`config.mk`:
```
export PLATFORM = sky130hd
export DESIGN_NAME = button_conditioner_flat
export DESIGN_NICKNAME = d
export VERILOG_FILES = /design/src/rtl/button_pkg.sv /design/src/rtl/button_conditioner_if.sv /design/src/rtl/btn_debounce_ch.sv /design/src/rtl/button_conditioner.sv /design/src/flat_wrapper.sv
export SDC_FILE = /design/constraint.sdc
export NUM_CORES = 1
export LEC_CHECK = 0
export CELL_PAD_IN_SITES_DETAIL_PLACEMENT = 1
export CELL_PAD_IN_SITES_GLOBAL_PLACEMENT = 1
export CORE_MARGIN = 2
export CORE_UTILIZATION = 23
export DETAILED_ROUTE_END_ITERATION = 8
export PLACE_DENSITY = 0.52
export RECOVER_POWER = 50
export SETUP_SLACK_MARGIN = 0.5
export SLEW_MARGIN = 15
export SYNTH_ARGS = -nofsm -noshare
export SYNTH_HDL_FRONTEND = slang
export SYNTH_HIERARCHICAL = 1
export SYNTH_SLANG_ARGS = --single-unit
```
`constraint.sdc`:
```
create_clock -name sys_clk -period 5.5 [get_ports sys_clk]
set_input_delay 1.1 -clock sys_clk [delete_from_list [all_inputs] [get_ports sys_clk]]
set_output_delay 1.1 -clock sys_clk [all_outputs]
set_load 0.1 [all_outputs]
```
`src/rtl/button_pkg.sv`:
```
// Shared types and constants for the push-button front end. The button code
// values match the game controller's encoding and must not be renumbered.
package button_pkg;

    typedef enum logic [1:0] {
        ST_IDLE         = 2'd0,
        ST_PRESS_WAIT   = 2'd1,
        ST_PRESSED      = 2'd2,
        ST_RELEASE_WAIT = 2'd3
    } btn_state_t;

    localparam logic [1:0] BTN_NONE = 2'd2;
    localparam logic [1:0] BTN_1    = 2'd1;
    localparam logic [1:0] BTN_2    = 2'd0;

    // 10 ms debounce and 1 s long press at 27 MHz
    localparam int DEFAULT_DEBOUNCE_CYCLES   = 270000;
    localparam int DEFAULT_LONG_PRESS_CYCLES = 27000000;

    function automatic logic [1:0] btn_encode(input logic [1:0] level);
        logic [1:0] code;
        code = BTN_NONE;
        if (level[0]) begin
            code = BTN_1;
        end else if (level[1]) begin
            code = BTN_2;
        end
        return code;
    endfunction

endpackage

```
`src/rtl/button_conditioner_if.sv`:
```
// Raw button inputs and conditioned button outputs between the board pins and
// the game controller. The slave side is the conditioner itself.
interface button_conditioner_if;
    logic       s1;
    logic       s2;
    logic [1:0] btn_level;
    logic [1:0] btn_press;
    logic [1:0] btn_release;
    logic [1:0] btn_long;
    logic [1:0] btn_code;

    modport master (
        output s1, s2,
        input  btn_level, btn_press, btn_release, btn_long, btn_code
    );

    modport slave (
        input  s1, s2,
        output btn_level, btn_press, btn_release, btn_long, btn_code
    );
endinterface

```
`src/rtl/btn_debounce_ch.sv`:
```
// One button channel: 2-flop synchroniser, debounce FSM, level and pulse outputs.
// Long-press detection is built only when BTN_LONG_PRESS_EN is defined.
module btn_debounce_ch
    import button_pkg::*;
#(
    parameter int DEBOUNCE_CYCLES   = DEFAULT_DEBOUNCE_CYCLES,
    parameter int LONG_PRESS_CYCLES = DEFAULT_LONG_PRESS_CYCLES
) (
    input  logic clk,
    input  logic rst_n,
    input  logic btn_raw_n,
    output logic level,
    output logic press_pulse,
    output logic release_pulse,
    output logic long_pulse
);

    localparam int DB_W = ($clog2(DEBOUNCE_CYCLES) > 0) ? $clog2(DEBOUNCE_CYCLES) : 1;
    localparam logic [DB_W-1:0] DB_LAST = DB_W'(DEBOUNCE_CYCLES - 1);
    localparam logic [DB_W-1:0] DB_ONE  = DB_W'(1);

    if (DEBOUNCE_CYCLES < 2 || LONG_PRESS_CYCLES < 2) begin : g_bad_params
        $error("btn_debounce_ch: DEBOUNCE_CYCLES and LONG_PRESS_CYCLES must be >= 2");
    end

    // Idle level is high (released), so the synchroniser resets to 1s
    logic [1:0] sync_reg;
    logic       sync;

    always_ff @(posedge clk or negedge rst_n) begin
        if (!rst_n) begin
            sync_reg <= 2'b11;
        end else begin
            sync_reg <= {sync_reg[0], btn_raw_n};
        end
    end

    assign sync = sync_reg[1];

    btn_state_t      state_reg, state_next;
    logic [DB_W-1:0] db_cnt_reg, db_cnt_next;
    logic            level_reg, level_next;
    logic            press_reg, press_next;
    logic            release_reg, release_next;

`ifdef BTN_LONG_PRESS_EN
    localparam int HOLD_W = $clog2(LONG_PRESS_CYCLES);
    localparam logic [HOLD_W-1:0] HOLD_LAST = HOLD_W'(LONG_PRESS_CYCLES - 1);
    localparam logic [HOLD_W-1:0] HOLD_ONE  = HOLD_W'(1);

    logic [HOLD_W-1:0] hold_cnt_reg, hold_cnt_next, hold_inc;
    logic              long_done_reg, long_done_next;
    logic              long_reg, long_next;

    assign hold_inc = (hold_cnt_reg == HOLD_LAST) ? hold_cnt_reg : hold_cnt_reg + HOLD_ONE;
`endif

    always_ff @(posedge clk or negedge rst_n) begin
        if (!rst_n) begin
            state_reg     <= ST_IDLE;
            db_cnt_reg    <= '0;
            level_reg     <= 1'b0;
            press_reg     <= 1'b0;
            release_reg   <= 1'b0;
`ifdef BTN_LONG_PRESS_EN
            hold_cnt_reg  <= '0;
            long_done_reg <= 1'b0;
            long_reg      <= 1'b0;
`endif
        end else begin
            state_reg     <= state_next;
            db_cnt_reg    <= db_cnt_next;
            level_reg     <= level_next;
            press_reg     <= press_next;
            release_reg   <= release_next;
`ifdef BTN_LONG_PRESS_EN
            hold_cnt_reg  <= hold_cnt_next;
            long_done_reg <= long_done_next;
            long_reg      <= long_next;
`endif
        end
    end

    always_comb begin
        state_next     = state_reg;
        db_cnt_next    = db_cnt_reg;
        level_next     = level_reg;
        press_next     = 1'b0;
        release_next   = 1'b0;
`ifdef BTN_LONG_PRESS_EN
        hold_cnt_next  = hold_cnt_reg;
        long_done_next = long_done_reg;
        long_next      = 1'b0;
`endif

        case (state_reg)
            ST_IDLE: begin
                if (!sync) begin
                    state_next  = ST_PRESS_WAIT;
                    db_cnt_next = '0;
                end
            end

            ST_PRESS_WAIT: begin
                if (sync) begin
                    state_next  = ST_IDLE;
                    db_cnt_next = '0;
                end else if (db_cnt_reg == DB_LAST) begin
                    state_next     = ST_PRESSED;
                    db_cnt_next    = '0;
                    level_next     = 1'b1;
                    press_next     = 1'b1;
`ifdef BTN_LONG_PRESS_EN
                    hold_cnt_next  = '0;
                    long_done_next = 1'b0;
`endif
                end else begin
                    db_cnt_next = db_cnt_reg + DB_ONE;
                end
            end

            ST_PRESSED: begin
`ifdef BTN_LONG_PRESS_EN
                // Fires when the hold count reaches its last value; long_done
                // keeps the saturated counter from re-triggering.
                hold_cnt_next = hold_inc;
                if (hold_inc == HOLD_LAST && !long_done_reg) begin
                    long_next      = 1'b1;
                    long_done_next = 1'b1;
                end
`endif
                if (sync) begin
                    state_next  = ST_RELEASE_WAIT;
                    db_cnt_next = '0;
                end
            end

            ST_RELEASE_WAIT: begin
                if (!sync) begin
                    state_next  = ST_PRESSED;
                    db_cnt_next = '0;
                end else if (db_cnt_reg == DB_LAST) begin
                    state_next   = ST_IDLE;
                    db_cnt_next  = '0;
                    level_next   = 1'b0;
                    release_next = 1'b1;
                end else begin
                    db_cnt_next = db_cnt_reg + DB_ONE;
                end
            end

            default: begin
                state_next = ST_IDLE;
            end
        endcase
    end

    assign level         = level_reg;
    assign press_pulse   = press_reg;
    assign release_pulse = release_reg;
`ifdef BTN_LONG_PRESS_EN
    assign long_pulse    = long_reg;
`else
    assign long_pulse    = 1'b0;
`endif

endmodule

```
`src/rtl/button_conditioner.sv`:
```
// Two-channel push-button conditioner feeding the game controller.
// Long-press pulses are present only when BTN_LONG_PRESS_EN is defined.
module button_conditioner
    import button_pkg::*;
#(
    parameter int DEBOUNCE_CYCLES   = DEFAULT_DEBOUNCE_CYCLES,
    parameter int LONG_PRESS_CYCLES = DEFAULT_LONG_PRESS_CYCLES
) (
    input  logic                 sys_clk,
    input  logic                 sys_rst_n,
    button_conditioner_if.slave  bus
);

    logic [1:0] raw_n;
    logic [1:0] level;
    logic [1:0] press;
    logic [1:0] rel;
    logic [1:0] lng;
    logic [1:0] code_reg;

    // Bit 0 is s1, bit 1 is s2 throughout
    assign raw_n = {bus.s2, bus.s1};

    for (genvar gi = 0; gi < 2; gi++) begin : g_ch
        btn_debounce_ch #(
            .DEBOUNCE_CYCLES   (DEBOUNCE_CYCLES),
            .LONG_PRESS_CYCLES (LONG_PRESS_CYCLES)
        ) u_ch (
            .clk           (sys_clk),
            .rst_n         (sys_rst_n),
            .btn_raw_n     (raw_n[gi]),
            .level         (level[gi]),
            .press_pulse   (press[gi]),
            .release_pulse (rel[gi]),
            .long_pulse    (lng[gi])
        );
    end

    always_ff @(posedge sys_clk or negedge sys_rst_n) begin
        if (!sys_rst_n) begin
            code_reg <= BTN_NONE;
        end else begin
            code_reg <= btn_encode(level);
        end
    end

    assign bus.btn_level   = level;
    assign bus.btn_press   = press;
    assign bus.btn_release = rel;
    assign bus.btn_long    = lng;
    assign bus.btn_code    = code_reg;

endmodule

```
`src/flat_wrapper.sv`:
```
// flat-port wrapper written by rule: the top's interface ports become plain ports
module button_conditioner_flat import button_pkg::*;
#(
    parameter int DEBOUNCE_CYCLES   = DEFAULT_DEBOUNCE_CYCLES,
    parameter int LONG_PRESS_CYCLES = DEFAULT_LONG_PRESS_CYCLES
)
  (sys_clk, sys_rst_n, bus_s1, bus_s2, bus_btn_level, bus_btn_press, bus_btn_release, bus_btn_long, bus_btn_code);
  button_conditioner_if bus_i ();
  input  logic sys_clk;
  input  logic sys_rst_n;
  input wire logic [$bits(bus_i.s1)-1:0] bus_s1;
  input wire logic [$bits(bus_i.s2)-1:0] bus_s2;
  output wire logic [$bits(bus_i.btn_level)-1:0] bus_btn_level;
  output wire logic [$bits(bus_i.btn_press)-1:0] bus_btn_press;
  output wire logic [$bits(bus_i.btn_release)-1:0] bus_btn_release;
  output wire logic [$bits(bus_i.btn_long)-1:0] bus_btn_long;
  output wire logic [$bits(bus_i.btn_code)-1:0] bus_btn_code;
  assign bus_i.s1 = bus_s1;
  assign bus_i.s2 = bus_s2;
  assign bus_btn_level = bus_i.btn_level;
  assign bus_btn_press = bus_i.btn_press;
  assign bus_btn_release = bus_i.btn_release;
  assign bus_btn_long = bus_i.btn_long;
  assign bus_btn_code = bus_i.btn_code;
  button_conditioner #(.DEBOUNCE_CYCLES(DEBOUNCE_CYCLES), .LONG_PRESS_CYCLES(LONG_PRESS_CYCLES)) u_core (.sys_clk(sys_clk), .sys_rst_n(sys_rst_n), .bus(bus_i));
endmodule
```
==> results.toml <==
[floorplan]
top_level_ports = 14
floorplan.die.height_um = 115.6
dieArea_mm2 = 0.01336
core_region_area_mm2 = 0.01206
floorplan.initialDensity = 0.2374
row_count = 40
die_width_um = 115.6

[global_routing]
grt_start_max_net_pins = 55
via_count_of_the_first_global_routing_pass = 2365
groute.usage.overall = 0.1144
global_route_wire_length_before_repair_mm = 12.09
globalRouteOverflowTotal = 0
number_of_antenna_violations_at_the_first_check_in_global_routing = 0

[setup_path]
cp_data_required_time_ps = 4400
crit_fanout = 1
critical_path.n_buffers_inverters = 1
crit_family = "buffers and inverters"
slowest_stage = "sky130_fd_sc_hd__clkdlybuf4s50_1"
critPathCaptureType = "output port"
worst_setup_path_start_kind = "flop"
slowest_delay_ps = 1120
critPathArrivalTime_ps = 1930
crit_chain = "clkdlybuf4s50_1"
critPathKind = "reg2out"

[layout]
area_growth_syn_to_fin_pct = 12.06
stdcell_count = 471
antenna_cells_inserted = 0
flip_flop_count_of_the_largest_register_all_copies_and_words_added = 38
final.fill_count = 1396
num-nets-final = 308
final_layout_size_suffix_gt1_frac = 0.1089
util_after_layout = 0.2661

[synthesis]
synth_top_area_cells = "sky130_fd_sc_hd__dfrtp_1 (43%), sky130_fd_sc_hd__dfstp_2 (4.6%), sky130_fd_sc_hd__nand3_1 (4.4%)"
yosys.area.top_type_share = 0.4281
post_synth_instance_area_mm2 = 0.002864
ys_warn_count = 6
synth_enable_flop_cells = 0
synthCells = 298
synth_top_cells_by_count = "sky130_fd_sc_hd__dfrtp_1 (49), sky130_fd_sc_hd__nand2_1 (29), sky130_fd_sc_hd__nand3_1 (25)"
synth_async_sr_flop_share = 1.000
ys_seq_elements = 54
yosysMostFrequentCell = "sky130_fd_sc_hd__dfrtp_1"
avgSynthCellArea_um2 = 9.611
cell_type_contributing_the_most_total_cell_area_after_synthesis = "sky130_fd_sc_hd__dfrtp_1"
synth_ff_type = "sky130_fd_sc_hd__dfrtp_1"
syn-num-nets = 304
ys_types = 60
synth-seq-area-share = 0.4740

[sta]
finalCriticalPeriod_ps = 3031
layout_worst_path_cycle_share = 0.5511
max_freq_mhz = 329.9
setup_viol_count_final = 0
hold_ws_ps = 359.8
grt_setup_unrepaired = "no"
maxSlewHeadroom = 0.3356
finalHoldViolCount = 0
tightestPinTransition_ps = 993.0
skew_ps = 3.427
final.setup.tns_ps = 0
drv_slew = 0

[drt]
ant_nets = 0
initialDrtViolationCount = 131
drt-vias-per-instance = 4.694
vias = 2211
drt_pass1_iterations = 4
wl_per_cell_um = 14.68
detail_route.drc_violations = 0
drt_wl_total_mm = 6.916

[placement]
place.detailed.hpwl_mm = 4.621
place_congestion = 0.7238
place.detailed.instances = 463
buffer_ports.inserted = 11

[cts]
cts_setup_buffers = 0
cts_tree = "built"
clk_pin_slew_ps = 70
cts_hold_buf = 0
cts_htree_levels = 2
cts-root-to-sink-buffers = 2
clock_insertion_delay_worst_skew_ps = 290
cts_sinks = 54
cts_resized = 0
clock-root-buffer = "sky130_fd_sc_hd__clkbuf_16"
cts_inserted_buffers = 5

[pwr]
p_total_mw = 1.054
share_comb_of_total_power = 0.248
clock_power_share = 0.313
swShare = 0.3533
static-leakage-power_nw = 1.296
seq_power_share = 0.439
p_per_area_mw_per_mm2 = 328.5
netSwitchingPower_mw = 0.3725
vdd_drop_max_uv = 134.7
internal_power_mw = 0.6818

[run_status]
run_status = "complete, no violations"

[run]
max-cap-violations = 0

[min_path]
min_path_type = "reg2reg"
path summary, 6_finish.rpt:
path / from / to / slack, ps / cells past startpoint
worst max-delay path: u_core/bus.btn_code[1] / bus_btn_code[1] / 2470 / 1
max in group asynchronous: sys_rst_n / u_core/g_ch[0].u_ch/db_cnt_reg[0] / 4090 / 2
worst min register to register: u_core/g_ch[0].u_ch/sync_reg[0] / u_core/g_ch[0].u_ch/sync_reg[1] / 360 / 0
min in group asynchronous: sys_rst_n / u_core/g_ch[1].u_ch/db_cnt_reg[17] / 940 / 2
worst max register to register: u_core/g_ch[1].u_ch/db_cnt_reg[13] / u_core/g_ch[1].u_ch/db_cnt_reg[16] / 3240 / 5
worst min-delay path: u_core/g_ch[0].u_ch/sync_reg[0] / u_core/g_ch[0].u_ch/sync_reg[1] / 360 / 0
power by group through the flow:
stage / logic (mW) / clock network [mW] / registers [mW]
after floorplan: 0.231 / 0 / 0.455
after global placement: 0.259 / 0 / 0.468
after detailed placement: 0.266 / 0 / 0.469
after CTS: 0.267 / 0.344 / 0.461
after global routing: 0.302 / 0.362 / 0.468
final: 0.262 / 0.330 / 0.462
layout make-up:
type / instances / area, µm² / area share
timing repair buffer: 13 / 120.1 / 0.03743
clock buffer: 7 / 142.6 / 0.04444
tap: 168 / 210.2 / 0.06550
inverter: 13 / 48.80 / 0.01520
multi-input combinational: 215 / 1325 / 0.4129
clock inverter: 1 / 5.005 / 0.001559
sequential: 54 / 1358 / 0.4230
metrics by stage:
step | setup WS [ps] | instance area [µm²]
2_1_floorplan | 3463 | 2864
3_3_place_gp | 2782 | 3062
3_5_place_dp | 2781 | 3062
4_1_cts | 2453 | 3209
5_1_grt | 2442 | 3209
6_report | 2469 | 3209
cells by family after synthesis:
kind of cell,count (synthesis),synth area share
AO/OA/AOI/OAI,75,0.1586
adder cells (fa/ha/maj),2,0.008736
buffers and inverters,29,0.06335
XOR/XNOR,5,0.01792
multiplexers,6,0.02097
other,2,0.002622
flip-flops,54,0.4740
AND/OR/NAND/NOR,125,0.2538
layer usage:
metal | global-route usage | routed length, µm | vias up
li1 | - | - | 1074
met1 | 0.1609 | 3588 | 1115
met3 | 0.02249 | 141 | 6
met4 | 0.03133 | 80 | 0
met5 | 0 | 0 | -
met2 | 0.1797 | 3106 | 16
cells in the final DEF (no fill, tap or decap), types with 5 or more instances in the layout:
cell type                         count
sky130_fd_sc_hd__nor2_1              13
sky130_fd_sc_hd__nor3_1               7
sky130_fd_sc_hd__or3_1               10
sky130_fd_sc_hd__nand3_1             25
sky130_fd_sc_hd__clkbuf_16            5
sky130_fd_sc_hd__a21o_1               7
sky130_fd_sc_hd__nand2_1             29
sky130_fd_sc_hd__inv_1               13
sky130_fd_sc_hd__dfstp_2              5
sky130_fd_sc_hd__o21ai_1             15
sky130_fd_sc_hd__dfrtp_1             49
sky130_fd_sc_hd__a21oi_1             22
sky130_fd_sc_hd__o21ai_0             13
sky130_fd_sc_hd__and3_1               6
sky130_fd_sc_hd__clkdlybuf4s50_1      8
sky130_fd_sc_hd__nand4_1              7
sky130_fd_sc_hd__mux2i_1              6
Power figures use the tool's default switching activity.
